--- src/rtl/pcie_tx_arbiter_pkg.sv ---
`default_nettype none
// ------------------------------------------------------------------
// pcie_tx_arbiter_pkg: FSM encodings and default sizing for the TX arbiter
// Rev 1.0
// ------------------------------------------------------------------
package pcie_tx_arbiter_pkg;

    localparam logic [1:0] c_IDLE = 2'd0;
    localparam logic [1:0] c_REQ  = 2'd1;
    localparam logic [1:0] c_XFER = 2'd2;

    localparam int c_DEF_DW        = 16;
    localparam int c_DEF_TIMEOUT   = 1024;
    localparam int c_DEF_MAX_BEATS = 256;

endpackage
`default_nettype wire

--- src/rtl/pcie_tx_arbiter_rr_pick.sv ---
`default_nettype none
// ------------------------------------------------------------------
// pcie_tx_arbiter_rr_pick: combinational round-robin pick, first request after ptr
// Rev 1.0
// ------------------------------------------------------------------
module pcie_tx_arbiter_rr_pick #(
    parameter int NREQ = 4
) (
    input  logic [NREQ-1:0]         req_i,
    input  logic [$clog2(NREQ)-1:0] ptr_i,
    output logic                    valid_o,
    output logic [$clog2(NREQ)-1:0] idx_o
);

    localparam int IW = $clog2(NREQ);

    logic [IW-1:0] w_j;

    // Walk from farthest to nearest so the nearest requester after ptr wins.
    always_comb begin
        valid_o = |req_i;
        idx_o   = '0;
        w_j     = '0;
        for (int k = NREQ; k >= 1; k--) begin
            w_j = IW'((int'(ptr_i) + k) % NREQ);
            if (req_i[w_j]) begin
                idx_o = w_j;
            end
        end
    end

endmodule
`default_nettype wire

--- src/rtl/pcie_tx_arbiter.sv ---
`default_nettype none
// ------------------------------------------------------------------
// pcie_tx_arbiter: shares the PCIe x1 TX TLP port among NREQ requesters
// Rev 1.0
// ------------------------------------------------------------------
module pcie_tx_arbiter
    import pcie_tx_arbiter_pkg::*;
#(
    parameter int NREQ      = 4,
    parameter int DW        = c_DEF_DW,
    parameter int TIMEOUT   = c_DEF_TIMEOUT,
    parameter int MAX_BEATS = c_DEF_MAX_BEATS
) (
    input  logic                    clk,
    input  logic                    rst,
    input  logic [NREQ-1:0]         req_i,
    input  logic [NREQ-1:0]         last_i,
    input  logic [NREQ*DW-1:0]      data_i,
    output logic [NREQ-1:0]         gnt_o,
    output logic                    tx_req_vc0_o,
    input  logic                    tx_rdy_vc0_i,
    output logic                    tx_st_vc0_o,
    output logic                    tx_end_vc0_o,
    output logic                    tx_nlfy_vc0_o,
    output logic [DW-1:0]           tx_data_vc0_o,
    output logic                    busy_o,
    output logic [$clog2(NREQ)-1:0] cur_id_o,
    output logic                    err_timeout_o,
    output logic                    err_overrun_o,
    output logic [$clog2(NREQ)-1:0] err_id_o
);

    localparam int IW = $clog2(NREQ);
    localparam int TW = $clog2(TIMEOUT);
    localparam int BW = $clog2(MAX_BEATS);
    localparam logic [TW-1:0] c_WAIT_LAST = TW'(TIMEOUT - 1);
    localparam logic [BW-1:0] c_BEAT_LAST = BW'(MAX_BEATS - 1);

    logic [1:0]    state_q, state_d;
    logic [IW-1:0] sel_q, ptr_q, err_id_q;
    logic [TW-1:0] wait_q;
    logic [BW-1:0] beat_q;
    logic          err_timeout_q, err_overrun_q;

    logic          w_pick_valid;
    logic [IW-1:0] w_pick_idx;
    logic          w_req_sel, w_last_sel, w_beat, w_end, w_overrun, w_timeout;

    pcie_tx_arbiter_rr_pick #(.NREQ(NREQ)) u_rr_pick (
        .req_i   (req_i),
        .ptr_i   (ptr_q),
        .valid_o (w_pick_valid),
        .idx_o   (w_pick_idx)
    );

    always_comb begin
        w_req_sel  = req_i[sel_q];
        w_last_sel = last_i[sel_q];
        w_beat     = (state_q == c_XFER) && tx_rdy_vc0_i;
        w_overrun  = w_beat && (beat_q == c_BEAT_LAST) && !w_last_sel;
        w_end      = w_beat && (w_last_sel || (beat_q == c_BEAT_LAST));
        // tx_rdy outranks both a dropped request and an expiring wait.
        w_timeout  = (state_q == c_REQ) && !tx_rdy_vc0_i && w_req_sel && (wait_q == c_WAIT_LAST);
    end

    always_ff @(posedge clk) begin
        if (rst) begin
            state_q <= c_IDLE;
        end else begin
            state_q <= state_d;
        end
    end

    always_comb begin
        state_d = state_q;
        case (state_q)
            c_IDLE: if (w_pick_valid) state_d = c_REQ;
            c_REQ: begin
                if (tx_rdy_vc0_i)               state_d = c_XFER;
                else if (!w_req_sel || w_timeout) state_d = c_IDLE;
            end
            c_XFER: if (w_end) state_d = c_IDLE;
            default: state_d = c_IDLE;
        endcase
    end

    always_ff @(posedge clk) begin
        if (rst) begin
            sel_q         <= '0;
            ptr_q         <= IW'(NREQ - 1);
            wait_q        <= '0;
            beat_q        <= '0;
            err_timeout_q <= 1'b0;
            err_overrun_q <= 1'b0;
            err_id_q      <= '0;
        end else begin
            err_timeout_q <= w_timeout;
            err_overrun_q <= w_overrun;
            if (w_timeout || w_overrun) begin
                err_id_q <= sel_q;
            end
            if ((state_q == c_IDLE) && w_pick_valid) begin
                sel_q  <= w_pick_idx;
                wait_q <= '0;
                beat_q <= '0;
            end
            if ((state_q == c_REQ) && !tx_rdy_vc0_i) begin
                wait_q <= wait_q + 1'b1;
            end
            if (w_beat) begin
                beat_q <= beat_q + 1'b1;
            end
            if (w_end || w_timeout) begin
                ptr_q <= sel_q;
            end
        end
    end

    always_comb begin
        tx_req_vc0_o  = (state_q != c_IDLE);
        busy_o        = (state_q != c_IDLE);
        tx_st_vc0_o   = w_beat && (beat_q == '0);
        tx_end_vc0_o  = w_end;
        tx_nlfy_vc0_o = w_overrun;
        gnt_o         = '0;
        if (w_beat) begin
            gnt_o[sel_q] = 1'b1;
        end
        tx_data_vc0_o = '0;
        for (int i = 0; i < NREQ; i++) begin
            if ((state_q == c_XFER) && (sel_q == IW'(i))) begin
                tx_data_vc0_o = data_i[i*DW +: DW];
            end
        end
        cur_id_o      = sel_q;
        err_timeout_o = err_timeout_q;
        err_overrun_o = err_overrun_q;
        err_id_o      = err_id_q;
    end

endmodule
`default_nettype wire

--- config.mk ---
export PLATFORM = sky130hd
export DESIGN_NAME = pcie_tx_arbiter
export DESIGN_NICKNAME = d
export VERILOG_FILES = /design/src/rtl/pcie_tx_arbiter_pkg.sv /design/src/rtl/pcie_tx_arbiter_rr_pick.sv /design/src/rtl/pcie_tx_arbiter.sv
export SDC_FILE = /design/constraint.sdc
export NUM_CORES = 1
export LEC_CHECK = 0
export CORE_MARGIN = 2
export CORE_UTILIZATION = 43
export CTS_BUF_LIST = sky130_fd_sc_hd__clkbuf_16
export CTS_CLUSTER_SIZE = 24
export DETAILED_ROUTE_END_ITERATION = 10
export HOLD_SLACK_MARGIN = 0.1
export PLACE_DENSITY = 0.9
export SYNTH_ARGS = -nofsm -noshare
export SYNTH_HDL_FRONTEND = slang
export SYNTH_HIERARCHICAL = 1
export SYNTH_SLANG_ARGS = --single-unit
--- constraint.sdc ---
create_clock -name clk -period 5.2 [get_ports clk]
set_input_delay 1.04 -clock clk [delete_from_list [all_inputs] [get_ports clk]]
set_output_delay 1.04 -clock clk [all_outputs]
set_load 0.005 [all_outputs]
### Word-level counts from Yosys, hierarchy flattened

Cells that the tools add are included.

| word-level totals | value |
|---|---|
| register bits | 28 |
| output and inout port bits | 31 |
| logic and storage cells | 91 |
| input port bits | 75 |

| operators by class | value |
|---|---|
| equal/unequal tests | 10 |
| magnitude comparators | 6 |
| mux-type cells | 32 |
| reduce and logical (&&, ||, !) cells | 29 |
| $add $sub $neg | 6 |

Operators by type and width:

| cell | count |
|---|---|
| two-way mux 16 bit | 4 |
| two-way mux 10 bit | 2 |
| two-way mux 2 bit | 8 |
| two-way mux 8 bit | 2 |
| < comparator 2 x 3 -> 1 bit (second input constant) | 5 |
| logical AND 1 bit | 14 |
| binary-select mux 1 bit (select 2 bit) | 6 |
| adder 10 x 1 -> 10 bit (second input constant) | 1 |
| == test 10 bit (second input constant) | 1 |
| adder 8 x 1 -> 8 bit (second input constant) | 1 |
| == test 8 bit (second input constant) | 1 |
| logical NOT 8 bit | 1 |
| two-way mux 1 bit | 7 |
| == test 2 bit (second input constant) | 3 |
| one-hot mux 2 bit (3 select lines) | 1 |
| nonzero test 2 bit | 3 |
| adder 2 x 1 -> 2 bit (second input constant) | 2 |
| adder 2 bit (second input constant) | 2 |
| == test 2 x 1 -> 1 bit (second input constant) | 2 |
| logical NOT 2 bit | 2 |
| logical OR 1 bit | 4 |
| two-way mux 4 bit | 1 |
| inequality test 2 bit (second input constant) | 2 |
| OR reduction 4 bit | 1 |
| 5 further kinds | 7 |

### Depth between registers and ports, before layout

| depth | value |
|---|---|
| depth after elaboration | 8 |
| gate-level depth with buffers | 7 |
| gate-level depth less buffers | 6 |

### Modules after synthesis

Netlist, hierarchy kept.

By module, submodules not included:

| module | area each (um^2) | instances | cells an instance | seq. area each (um^2) |
|---|---|---|---|---|
| pcie_tx_arbiter | 1,948.1 | 1 | 214 | 560.5 |
| pcie_tx_arbiter_rr_pick | 91.3 | 1 | 14 | 0.0 |

### Worst setup path after synthesis

OpenSTA, ideal clock, no wires.

| path | value |
|---|---|
| kind | input to output |
| from | input tx_rdy_vc0_i |
| to | output tx_nlfy_vc0_o |
| path slack | 2.391 ns |
| stages | 4 |
| data required time | 4.160 ns |
| buffers on the path | 1 |
| arrival | 1.769 ns |
| cells stage by stage | nand3b_1 -> or3_1 -> clkbuf_1 -> nor2_1 |

| between the ends | value |
|---|---|
| longest elaborated chain between the ends | 3 |

RTL lines:

| what | line | text |
|---|---|---|
| start: declaration | pcie_tx_arbiter.sv:21 | `input logic tx_rdy_vc0_i,` |
| logical AND 1 bit | pcie_tx_arbiter.sv:59 | `w_beat = (state_q == c_XFER) && tx_rdy_vc0_i;` |
| logical AND 1 bit (2 in series) | pcie_tx_arbiter.sv:60 | `w_overrun = w_beat && (beat_q == c_BEAT_LAST) && !w_last_sel;` |
| end: declaration | pcie_tx_arbiter.sv:24 | `output logic tx_nlfy_vc0_o,` |

Every way passes these cells.

### Worst setup path in the final report

Same ends and word-level chain as after synthesis.

==> flow_summary_export.csv <==
group,metric,value,unit
sta,setup_tns,0,ps
global_routing,antenna_found_initial,0,
sta,fin_crit_sh,79.2,%
sta,hold_viol,0,
worst_setup_path,cp.arrival,3080,ps
global_routing,grt_pass1_vias,2007,
routing,initialDrtViolationCount,96,
clock_network,clkTransAtPathRegs,70,ps
worst_setup_path,worstPathRequired,4160,ps
global_routing,grt_use_total,22.5,%
placement,dp_hpwl,5.01,mm
sta,slew_viol_final,0,
layout,syn_to_final_growth,55.0,%
floorplan,start_util,43.8,%
min_path,hold_path_class,"register to register",
layout,nFillCells,356,
logic_synthesis,syn_avg_cell_area,8.94,um2
power,p_leak,1.06,nW
global_routing,grt_first_pass_wirelength,9.43,mm
routing,ant_nets,0,
sta,max_freq,243,MHz
routing,drc,0,
logic_synthesis,yosysSeqAreaShare,27.5,%
floorplan,core,0.00466,mm2
layout,nets,399,
clock_network,cts.path.max_buffers,2,
floorplan,rows,25,
sta,fin_crit,4120,ps
logic_synthesis,synthFlopType,"dfxtp_1",
logic_synthesis,synth_edf_count,0,
routing,vias,2160,
clock_network,post_cts_buffers,0,
placement,place_congestion,0.873,
layout,insertedDiodeCount,0,
worst_setup_path,start_kind,"input port",
clock_network,h-tree-depth,1,
clock_network,clk_latency,260,ps
placement,io_buffers,105,
routing,routedWlPerCell,17.1,um
sta,setup_viol,0,
logic_synthesis,yosysWarningCount,6,
sta,hold_ws,479,ps
sta,fin_skew,6.75,ps
routing,avgViaCountPerCell,5.79,
job,maxCapViolations,0,
clock_network,cts_sinks,28,
logic_synthesis,syn_inst,228,
sta,rsz0062_at_grt,"no",
worst_setup_path,end_kind,"primary output",
floorplan,die_h,72.9,um
logic_synthesis,synth_area,0.00204,mm2
sta,worst_pin_slew,1080,ps
clock_network,cts-root-buf,"clkbuf_16",
sta,relSlewSlack,27.7,%
power,ir_worst_vdd,130,uV
clock_network,cts-resized-gates,0,
floorplan,die_w,72.9,um
routing,routed_wl,6.39,mm
layout,drive_gt1_share,8.46,%
routing,drt-pass1-iter-count,4,
global_routing,grt_max_degree,33,
worst_setup_path,path_max_fanout,13,
power,finalPower,0.000565,W
clock_network,cts_tree,"built",
layout,final_util,67.8,%
run_status,status,"complete, no violations",
floorplan,ioPinCount,106,
logic_synthesis,synth_seq_cells,28,
worst_setup_path,criticalPathCategory,"input port to primary output",
clock_network,cts_hold_buf,0,
logic_synthesis,synthDistinctLibCells,45,
power,power_density,179,mW/mm2
clock_network,cts_made_buffers,3,
logic_synthesis,synthArstFlopShare,0,%
floorplan,dieArea,0.00531,mm2
logic_synthesis,syn_nets,306,
global_routing,grt_overflow,0,
==> flip-flops by register name, indices dropped and copies added, names as in the netlist <==
signal and flops:
wait_q 10, err_timeout_o 1, beat_q 8, ptr_q 2, err_overrun_o 1, state_q 2
cur_id_o 2, err_id_o 2
==> synth_stat cells (8+ instances only) <==
cell type / instances / area (um2)
mux4_2: 18 / 405
nand2b_1: 8 / 50.1
a21oi_1: 15 / 75.1
dfxtp_1: 28 / 561
nor2_1: 26 / 97.6
nand2_1: 20 / 75.1
clkbuf_1: 14 / 52.6
nor2b_1: 16 / 100
==> final timing paths <==
check | start | to | slack, ps | depth (start not counted)
max | tx_rdy_vc0_i | tx_nlfy_vc0_o | 1080 | 5
min | err_id_o[0] | err_id_o[0] | 480 | 2
max reg2reg | cur_id_o[0] | err_id_o[1] | 2900 | 5
min reg2reg | err_id_o[0] | err_id_o[0] | 480 | 2
==> through the flow <==
stage | setup slack [ps] | std cells | instance area, um2
floorplan | 2390 | 228 | 2040
global route | 942 | 373 | 3160
global placement | 1120 | 370 | 3090
detailed placement | 1080 | 370 | 3090
CTS | 1080 | 373 | 3160
finish | 1080 | 373 | 3160
==> cell type report <==
cell class | instances | area, um2 | area share [%]
multi-input combinational | 177 | 1380 | 43.7
timing repair buffer | 106 | 1060 | 33.5
sequential | 28 | 561 | 17.7
clock buffer | 3 | 75.1 | 2.38
tap | 54 | 67.6 | 2.14
inverter | 5 | 18.8 | 0.594
==> per-layer routing <==
layer	GRT usage, %	up-vias	wire length, um
met5	0	-	0
met4	5.76	0	104
met3	4.97	8	550
met2	42.7	93	3230
met1	25.1	1026	2500
li1	-	1033	-
==> report_power, final <==
| group | switching, W | leakage [nW] | total [W] | internal, W |
|---|---|---|---|---|
| clock | 0.0000669 | 0.0370 | 0.000169 | 0.000102 |
| combinational | 0.0000563 | 0.799 | 0.000166 | 0.000109 |
| sequential | 0.0000119 | 0.226 | 0.000230 | 0.000218 |
==> logic make-up (layout without fill, tap and decap cells) <==
kind of cell / Yosys count / count (layout) / share of synthesized area, %
mux: 25 / 25 / 23.4
compound gates: 41 / 41 / 13.6
flops: 28 / 28 / 27.5
buf+inv: 23 / 114 / 4.85
fa+ha+maj: 3 / 3 / 1.84
simple gates: 108 / 108 / 28.8
==> placed cells by master, fill, tap and decap left out, drive strengths merged, types with 3 or more instances in the layout <==
cell type      Yosys  layout
nand4              3       3
or4                4       4
nand2             20      20
nand3              5       5
nand3b             5       5
nand2b             8       8
a31oi              5       5
clkbuf            14       3
clkdlybuf4s50      0     105
a21oi             16      16
mux4              18      18
o311ai             3       3
ha                 3       3
nor2b             16      16
inv                5       5
dfxtp             28      28
nor3b              3       3
a311oi             5       5
nor2              26      26
o21ai              5       5
mux2i              5       5
nor3               3       3
==> worst max-delay path, stage by stage <==
cell             delay [ps]
clkdlybuf4s50_1         530
nand3b_1                320
or3_1                   560
nor2_1                  120
clkdlybuf4s50_1         510
Note: power is estimated with default switching activity, not from simulation.
